<file path="src/rtl/instr_mem_loader.sv">
// Program loader for the 2^20 x 16-bit instruction memory.
// Assembles big-endian 16-bit words from a byte stream and writes them to
// consecutive word addresses starting at a programmable base. The processor
// is held in stall (busy) for the duration of a load.
//
// Handshake: a byte is transferred on a rising clock edge where both
// byte_valid and byte_ready are 1. The source must hold byte_in stable while
// byte_valid=1 and byte_ready=0. byte_ready depends only on the loader's
// state, never on byte_valid.
module instr_mem_loader #(
    parameter int ADDR_WIDTH = 20,
    parameter int DATA_WIDTH = 16
) (
    input  logic                  clk,
    input  logic                  rst,
    input  logic                  start,
    input  logic [ADDR_WIDTH-1:0] base_addr,
    input  logic [ADDR_WIDTH-1:0] word_count,
    input  logic                  abort,
    input  logic [7:0]            byte_in,
    input  logic                  byte_valid,
    output logic                  byte_ready,
    output logic [ADDR_WIDTH-1:0] writeAddress,
    output logic [DATA_WIDTH-1:0] writeData,
    output logic                  writeEnable,
    output logic                  busy,
    output logic                  done,
    output logic [ADDR_WIDTH-1:0] words_written,
    output logic [2:0]            dbg_state
);

    typedef enum logic [2:0] {
        IDLE   = 3'd0,
        GET_HI = 3'd1,
        GET_LO = 3'd2,
        WRITE  = 3'd3,
        DONE   = 3'd4
    } state_t;

    state_t                state;
    logic [ADDR_WIDTH-1:0] base_q;
    logic [ADDR_WIDTH-1:0] count_q;
    logic [ADDR_WIDTH-1:0] ww_next;

    // Count after the word in WRITE is committed; decides DONE vs. next word.
    assign ww_next = words_written + ADDR_WIDTH'(1);

    // Status outputs decode the registered state, so they are clean for a
    // whole cycle and writeEnable coincides exactly with the WRITE cycle.
    assign byte_ready  = (state == GET_HI) || (state == GET_LO);
    assign writeEnable = (state == WRITE);
    assign busy        = (state == GET_HI) || (state == GET_LO) || (state == WRITE);
    assign done        = (state == DONE);
    assign dbg_state   = state;

    // Load sequencer: capture the job, collect two bytes per word, present the
    // word for one write cycle, repeat until the count is reached or aborted.
    always_ff @(posedge clk) begin
        if (rst) begin
            state         <= IDLE;
            base_q        <= '0;
            count_q       <= '0;
            writeAddress  <= '0;
            writeData     <= '0;
            words_written <= '0;
        end else begin
            case (state)
                IDLE: begin
                    if (start) begin
                        base_q        <= base_addr;
                        count_q       <= word_count;
                        words_written <= '0;
                        state         <= (word_count != '0) ? GET_HI : DONE;
                    end
                end
                GET_HI: begin
                    if (abort) begin
                        state <= IDLE;
                    end else if (byte_valid) begin
                        writeData[15:8] <= byte_in;
                        state           <= GET_LO;
                    end
                end
                GET_LO: begin
                    if (abort) begin
                        state <= IDLE;
                    end else if (byte_valid) begin
                        writeData[7:0] <= byte_in;
                        // Address is fixed here so it is stable throughout WRITE;
                        // the addition wraps naturally at 2^ADDR_WIDTH.
                        writeAddress   <= base_q + words_written;
                        state          <= WRITE;
                    end
                end
                WRITE: begin
                    // The word is committed by the memory this cycle even if
                    // abort is raised, so it always counts.
                    words_written <= ww_next;
                    if (abort) begin
                        state <= IDLE;
                    end else if (ww_next == count_q) begin
                        state <= DONE;
                    end else begin
                        state <= GET_HI;
                    end
                end
                DONE: begin
                    state <= IDLE;
                end
                default: begin
                    state <= IDLE;
                end
            endcase
        end
    end

endmodule

</file>
<file path="config.mk">
export PLATFORM = sky130hd
export DESIGN_NAME = instr_mem_loader
export DESIGN_NICKNAME = d
export VERILOG_FILES = /design/src/rtl/instr_mem_loader.sv
export SDC_FILE = /design/constraint.sdc
export NUM_CORES = 1
export LEC_CHECK = 0
export CAP_MARGIN = 10
export CORE_MARGIN = 4
export CORE_UTILIZATION = 51
export DETAILED_ROUTE_END_ITERATION = 10
export DONT_BUFFER_PORTS = 1
export GPL_ROUTABILITY_DRIVEN = 0
export PLACE_DENSITY = 0.66
export SLEW_MARGIN = 20
export SYNTH_ARGS = -nofsm -noshare
export SYNTH_HDL_FRONTEND = slang
export SYNTH_SLANG_ARGS = --single-unit
</file>
<file path="constraint.sdc">
create_clock -name clk -period 3.4 [get_ports clk]
set_input_delay 0.34 -clock clk [delete_from_list [all_inputs] [get_ports clk]]
set_output_delay 0.34 -clock clk [all_outputs]
set_load 0.01 [all_outputs]
</file>
==> results of run 1 <==
==> cell type report <==
| class | instances | area [um2] |
|---|---|---|
| fillers | 991 | 4664 |
| multi-input cells | 532 | 3117 |
| clock buffers | 11 | 131.4 |
| flip-flops and latches | 99 | 1982 |
| repair buffers | 11 | 82.58 |
| inverters | 6 | 22.52 |
| clock inverters | 5 | 61.31 |
| well taps | 136 | 170.2 |
==> power groups by stage <==
stage | Clock, mW | Sequential (mW) | Combinational, mW
finish | 0.749 | 1.23 | 0.196
global route | 0.819 | 1.23 | 0.222
CTS | 0.768 | 1.23 | 0.197
detailed placement | 0 | 1.26 | 0.196
global placement | 0 | 1.26 | 0.191
floorplan | 0 | 1.24 | 0.180
==> flip-flops by register name, summed over array words and instances, names as in the netlist <==
register       flops
writeData         16
words_written     20
writeAddress      20
base_q            20
dbg_state          3
count_q           20
==> routing by layer <==
metal / track usage, % / vias up
met5: 0 / -
met3: 7.105 / 26
met2: 36.96 / 158
met4: 8.971 / 0
li1: - / 2334
met1: 26.76 / 2170
==> cell families (layout without fill, tap and decap cells) <==
family | after synthesis | in the layout | share of synthesized area [%]
AO/OA/AOI/OAI | 171 | 171 | 18.64
adder cells (fa/ha/maj) | 21 | 21 | 5.082
AND/OR/NAND/NOR | 289 | 289 | 26.00
flip-flops | 99 | 99 | 37.27
buffers and inverters | 44 | 33 | 4.329
multiplexers | 11 | 11 | 2.094
XOR/XNOR | 40 | 40 | 6.588
==> cell usage in the layout (no fill, tap or decap), types with 3 or more instances in the layout <==
| cell | instances |
|---|---|
| nand3_1 | 12 |
| mux2i_1 | 10 |
| nand4b_1 | 7 |
| xor2_1 | 13 |
| a211oi_1 | 6 |
| o21a_1 | 5 |
| nor3_1 | 10 |
| nor2_1 | 53 |
| clkbuf_8 | 9 |
| xnor2_1 | 27 |
| nor2b_1 | 3 |
| o21ai_0 | 27 |
| nor4_1 | 8 |
| nand2b_1 | 4 |
| nand2_1 | 141 |
| and2_1 | 4 |
| dfxtp_1 | 99 |
| and3_1 | 8 |
| o211ai_1 | 4 |
| inv_1 | 6 |
| or4_1 | 3 |
| buf_4 | 11 |
| nand3b_1 | 8 |
| ha_1 | 20 |
| a21o_1 | 4 |
| a21oi_1 | 98 |
| or3_1 | 6 |
| a22oi_1 | 5 |
| nand4_1 | 6 |
==> worst max path at each step <==
| stage | start | endpoint | slack (ns) | cells after the start |
|---|---|---|---|---|
| finish | words_written[0]$_SDFFE_PP0P_ | writeAddress[16]$_SDFFE_PP0P_ | 0.49 | 11 |
| global route | words_written[0]$_SDFFE_PP0P_ | writeAddress[16]$_SDFFE_PP0P_ | 0.17 | 11 |
| CTS | words_written[0]$_SDFFE_PP0P_ | writeAddress[16]$_SDFFE_PP0P_ | 0.53 | 11 |
| detailed placement | words_written[0]$_SDFFE_PP0P_ | writeAddress[16]$_SDFFE_PP0P_ | 0.53 | 11 |
| global placement | words_written[0]$_SDFFE_PP0P_ | dbg_state[0]$_SDFFE_PP0P_ | 0.66 | 9 |
| floorplan | words_written[0]$_SDFFE_PP0P_ | dbg_state[0]$_SDFFE_PP0P_ | 0.82 | 9 |
==> worst max-delay path: stages (launching register included) <==
cell and delay, ns:
dfxtp_1 0.42, ha_1 0.26, inv_1 0.07, fa_1 0.21, nor2b_1 0.07, o31a_1 0.27
o21ai_0 0.34, a21oi_1 0.18, a211oi_1 0.35, nor2_1 0.09, a2111oi_0 0.40, o41ai_1 0.12
==> reports/results.txt, run 1 <==
status: finished, final reports clean
number of top-level pins: 116
M1 WL: 5508 um
drt total wl: 13360 um
Core Area: 10230 um2
Place WS: 0.5259 ns
EDFF count, synth: 0
Post-synth top cells: nand2_1 (141), dfxtp_1 (99), a21oi_1 (98)
met2 WL: 6297 um
synth unique cells: 62
HP Class: in -> reg
Setup crit start kind: flip-flop
Final period util: 85.50%
Detailed Place HPWL: 9797 um
CTS buffer count: 9
Detail Route met3 WL: 1261 um
WHS Path Cells: 1
actual slew at the worst max-slew pin: 0.6787 ns
post-route minimum period: 2.907 ns
# resized after CTS: 0
GR Overflow Total: 0
Total GRT Usage: 22.28%
First-pass DRT Iterations: 5
R2R setup slack: 0.49 ns
die area: 12120 um2
Final Cell Area: 5567 um2
WP data required: 3.67 ns
Worst Clk Skew: 0.009633 ns
headroom to the max-slew limit: 54.37%
share of layout cells above drive strength 1: 6.476%
post-synthesis register bit count: 99
max_cap viols: 0
Primary FF master, synth: dfxtp_1
largest net degree at the start of global routing: 105
Initial Utilization: 51.98%
Wirelength per Cell: 16.70 um
setup tns final: 0 ns
power per cell area: 390.3 nW/um2
Synth area leader: dfxtp_1
clk slew on worst S/H paths: 0.09 ns
Layout Nets: 733
final hold violation count: 0
CTS sink cnt: 99
TritonCTS clock tree: yes
DR DRC count: 0
peak supply drop: 0.0002063 V
Psw: 0.5524 mW
Post-Layout Cell Count: 800
WS Path Type: reg -> reg
combinational power share: 9.0%
Via density: 5.860
vias in the first global route: 4451
Antenna Cells: 0
Area Overhead vs Synth: 4.682%
final worst slack: 0.4929 ns
vias: 4688
critical path endpoint category: flip-flop
Yosys warnings: 0
Clk pwr share: 34.5%
synthesized area: 5318 um2
Die Ht: 110.1 um
Clock Tree Buf Depth: 2
Critical Path AT: 3.17 ns
register area share after synthesis: 37.27%
Power Internal: 1.620 mW
highest metal used: met4
IO Port Bufs: 0
row count: 37
Post-Synthesis Cells: 675
Hold Worst Slack: 0.02402 ns
clk root buf: clkbuf_8
Worst R2R End: writeAddress[16]$_SDFFE_PP0P_
largest cells by area after synthesis: dfxtp_1 (37%), nand2_1 (10%), a21oi_1 (9.2%), ha_1 (4.7%), xnor2_1 (4.4%)
r2r worst-path depth: 11
CTS H-Tree Depth: 3
global-route wire length before repair: 21210 um
Min-Delay Endpoint: count_q[12]$_SDFFE_PP0P_
Power Total: 2.173 mW
DR iter-0 viols: 258
Crit Reg-Reg Startpoint: words_written[0]$_SDFFE_PP0P_
top cell type's share of synthesized area: 37.27%
min-delay src: rst
Synth async-reset ratio: 0%
Placed Cells: 784
Placement Cell Area: 5374 um2
die width: 110.1 um
Slew Limit Fails: 0
clock insertion delay at the later pin of the skew report: 0.38 ns
final core occ: 54.41%
Final ANT Viol Nets: 0
cts-stage hold buffer count: 0
initial antenna violation count: 0
Fmax: 344.0 MHz
Setup Viol. Count Final: 0
Post-Syn Nets: 749
Sequential Power Share: 56.5%
leakage: 2.074 nW
Sw Ratio: 25.42%
RSZ-0062 raised after global routing: false
Crit Path Max Fanout: 8
number of setup buffers added after CTS: 0
most frequent cell after synthesis: nand2_1
Avg Inst Size Synth: 7.878 um2
No activity file was read; power rests on OpenSTA's default activity.
==> run 2: changes to the inputs <==
--- a/config.mk
+++ b/config.mk
@@ -6,8 +6,9 @@
 export NUM_CORES = 1
 export LEC_CHECK = 0
 export CAP_MARGIN = 10
-export CORE_MARGIN = 4
+export CORE_MARGIN = 2
 export CORE_UTILIZATION = 51
+export CTS_CLUSTER_DIAMETER = 200
 export DETAILED_ROUTE_END_ITERATION = 10
 export DONT_BUFFER_PORTS = 1
 export GPL_ROUTABILITY_DRIVEN = 0
==> constraint.sdc (replaced) <==
create_clock -name clk -period 3.2 [get_ports clk]
set_input_delay 0.32 -clock clk [delete_from_list [all_inputs] [get_ports clk]]
set_output_delay 0.32 -clock clk [all_outputs]
set_load 0.01 [all_outputs]
==> reports/results.txt, run 2 (synthesis gave the netlist of run 1 again) <==
status: finished, final reports clean
Via density: 5.872 (+0.21%)
DR DRC count: 0 (unchanged)
row count: 37 (unchanged)
Wirelength per Cell: 17.05 um (+2.1%)
leakage: 2.100 nW (+1.3%)
vias in the first global route: 4614 (+3.7%)
DR iter-0 viols: 262 (+1.6%)
clock insertion delay at the later pin of the skew report: 0.37 ns (about the same)
Core Area: 10230 um2 (unchanged)
Crit Path Max Fanout: 8 (unchanged)
Final period util: 92.01% (+6.5 points)
Clock Tree Buf Depth: 2 (unchanged)
final hold violation count: 0 (unchanged)
vias: 4727 (+0.83%)
setup tns final: 0 ns (unchanged)
headroom to the max-slew limit: 51.07% (-3.3 points)
Setup Viol. Count Final: 0 (unchanged)
Critical Path AT: 3.18 ns (about the same)
number of top-level pins: 116 (unchanged)
Area Overhead vs Synth: 5.647%
combinational power share: 9.3% (+0.3 points)
actual slew at the worst max-slew pin: 0.7340 ns (+0.05526 ns)
final core occ: 54.91% (+0.50 points)
Worst Clk Skew: 0.008996 ns (-0.0006371 ns)
power per cell area: 417.1 nW/um2 (+6.9%)
Layout Nets: 738 (+0.68%)
Sw Ratio: 25.59% (+0.16 points)
TritonCTS clock tree: yes
Sequential Power Share: 55.6% (-0.9 points)
die width: 106.1 um (-3.6%)
largest net degree at the start of global routing: 95 (-9.5%)
filler instances: 1007 (+1.6%)
WP data required: 3.44 ns (-0.23 ns)
flip-flop and latch area: 1982 um2 (unchanged)
CTS buffer count: 9 (unchanged)
Setup crit start kind: flip-flop
Initial Utilization: 51.98% (unchanged)
WS Path Type: reg -> reg
peak supply drop: 0.0001923 V (-6.8%)
initial antenna violation count: 0 (unchanged)
Clk pwr share: 35.1% (+0.6 points)
drt total wl: 13730 um (+2.8%)
most frequent cells in the layout: nand2_1 (141), dfxtp_1 (99), a21oi_1 (98)
Final Cell Area: 5618 um2 (+0.92%)
clk root buf: clkbuf_8
CTS H-Tree Depth: 3 (unchanged)
# resized after CTS: 0 (unchanged)
GR Overflow Total: 0 (unchanged)
Antenna Cells: 0 (unchanged)
Hold Worst Slack: 0.01633 ns (-0.007688 ns)
Largest stage delay, worst path: 0.43 ns (about the same)
Die Ht: 106.1 um (-3.6%)
post-route minimum period: 2.944 ns (+0.03718 ns)
die area: 11260 um2 (-7.1%)
critical path endpoint category: flip-flop
Power Internal: 1.744 mW (+7.6%)
Psw: 0.5995 mW (+8.5%)
Total GRT Usage: 24.80% (+2.5 points)
RSZ-0062 raised after global routing: false
share of layout cells above drive strength 1: 7.025% (+0.55 points)
CP Cell Sequence: ha_1 > inv_1 > fa_1 > nor2b_1 > o31a_1 > o21ai_0 > a21oi_1 > a211oi_1 > nor2_1 > a2111oi_0 > o41ai_1
max_cap viols: 0 (unchanged)
global-route wire length before repair: 22470 um (+6.0%)
Final ANT Viol Nets: 0 (unchanged)
CTS sink cnt: 99 (unchanged)
First-pass DRT Iterations: 6 (+1)
Worst path slowest cell: dfxtp_1
clk slew on worst S/H paths: 0.09 ns (about the same)
HP Class: in -> reg
Fmax: 339.6 MHz (-1.3%)
commonest non-fill, non-tap cell in the layout: nand2_1
Detailed Place HPWL: 10030 um (+2.3%)
Slew Limit Fails: 0 (unchanged)
multi-input combinational cell area: 3117 um2 (unchanged)
IO Port Bufs: 0 (unchanged)
Placement Cell Area: 5396 um2 (+0.42%)
==> run 2: cell types whose count changed in the layout (fill, tap and decap cells not counted), sizes merged <==
cell	before	now
clkinv	3	2
dlygate4sd3	0	2
clkinvlp	0	1
buf	11	14
==> run 2: what timing repair did <==
item,in CTS,in global routing
buffers inserted,0,0
hold buffers,1,1
hold endpoints to repair,11,7
==> run 2: final cells by class <==
| type | count | area share, % |
|---|---|---|
| Multi-Input combinational cell | 532 | 55.48 |
| Sequential cell | 99 | 35.28 |
| Tap cell | 136 | 3.029 |
| Clock buffer | 11 | 2.517 |
| Timing Repair Buffer | 16 | 2.227 |
| Clock inverter | 5 | 1.069 |
| Inverter | 6 | 0.4009 |
==> run 2: stage by stage <==
step                      total power, mW  instances  setup slack [ns]
after CTS                           2.359        804            0.3260
after global routing                2.441        805           0.02026
after global placement              1.535        787            0.4685
after detailed placement            1.544        787            0.3365
after floorplan                     1.512        675            0.6249
final                               2.343        805            0.2557
==> run 2: worst max-delay path: cells and delay by family, from the launching register on <==
family                   cells  cell delay [ns]
AO/OA/AOI/OAI                6             1.68
adder cells (fa/ha/maj)      2             0.47
buffers and inverters        1             0.07
flip-flops                   1             0.43
AND/OR/NAND/NOR              2             0.16
==> run 2: metal layers <==
layer	wire length, um	track usage (%)	share of wire, %	up-vias
met5	0	0	0	-
met4	281	9.586	2.0	0
met3	1012	6.683	7.4	26
met2	6650	41.62	48	139
met1	5784	30.27	42	2214
li1	-	-	-	2348
==> run 2: power by group through the flow <==
stage          Sequential [mW]  Combinational [mW]  Clock (mW)
3_5_place_dp              1.33               0.211           0
3_3_place_gp              1.33               0.203           0
2_1_floorplan             1.32               0.191           0
4_1_cts                   1.30               0.215       0.839
6_report                  1.30               0.217       0.822
5_1_grt                   1.31               0.245       0.886
==> run 2: path summary, 6_finish.rpt <==
kind | start | to | slack [ns] | cells past startpoint
setup / recovery | words_written[0]$_SDFFE_PP0P_ | writeAddress[16]$_SDFFE_PP0P_ | 0.26 | 11
hold / removal | abort | dbg_state[1]$_SDFFE_PP0P_ | 0.02 | 1
setup reg to reg | words_written[0]$_SDFFE_PP0P_ | writeAddress[16]$_SDFFE_PP0P_ | 0.26 | 11
hold reg to reg | base_q[2]$_SDFFE_PP0P_ | base_q[2]$_SDFFE_PP0P_ | 0.47 | 2
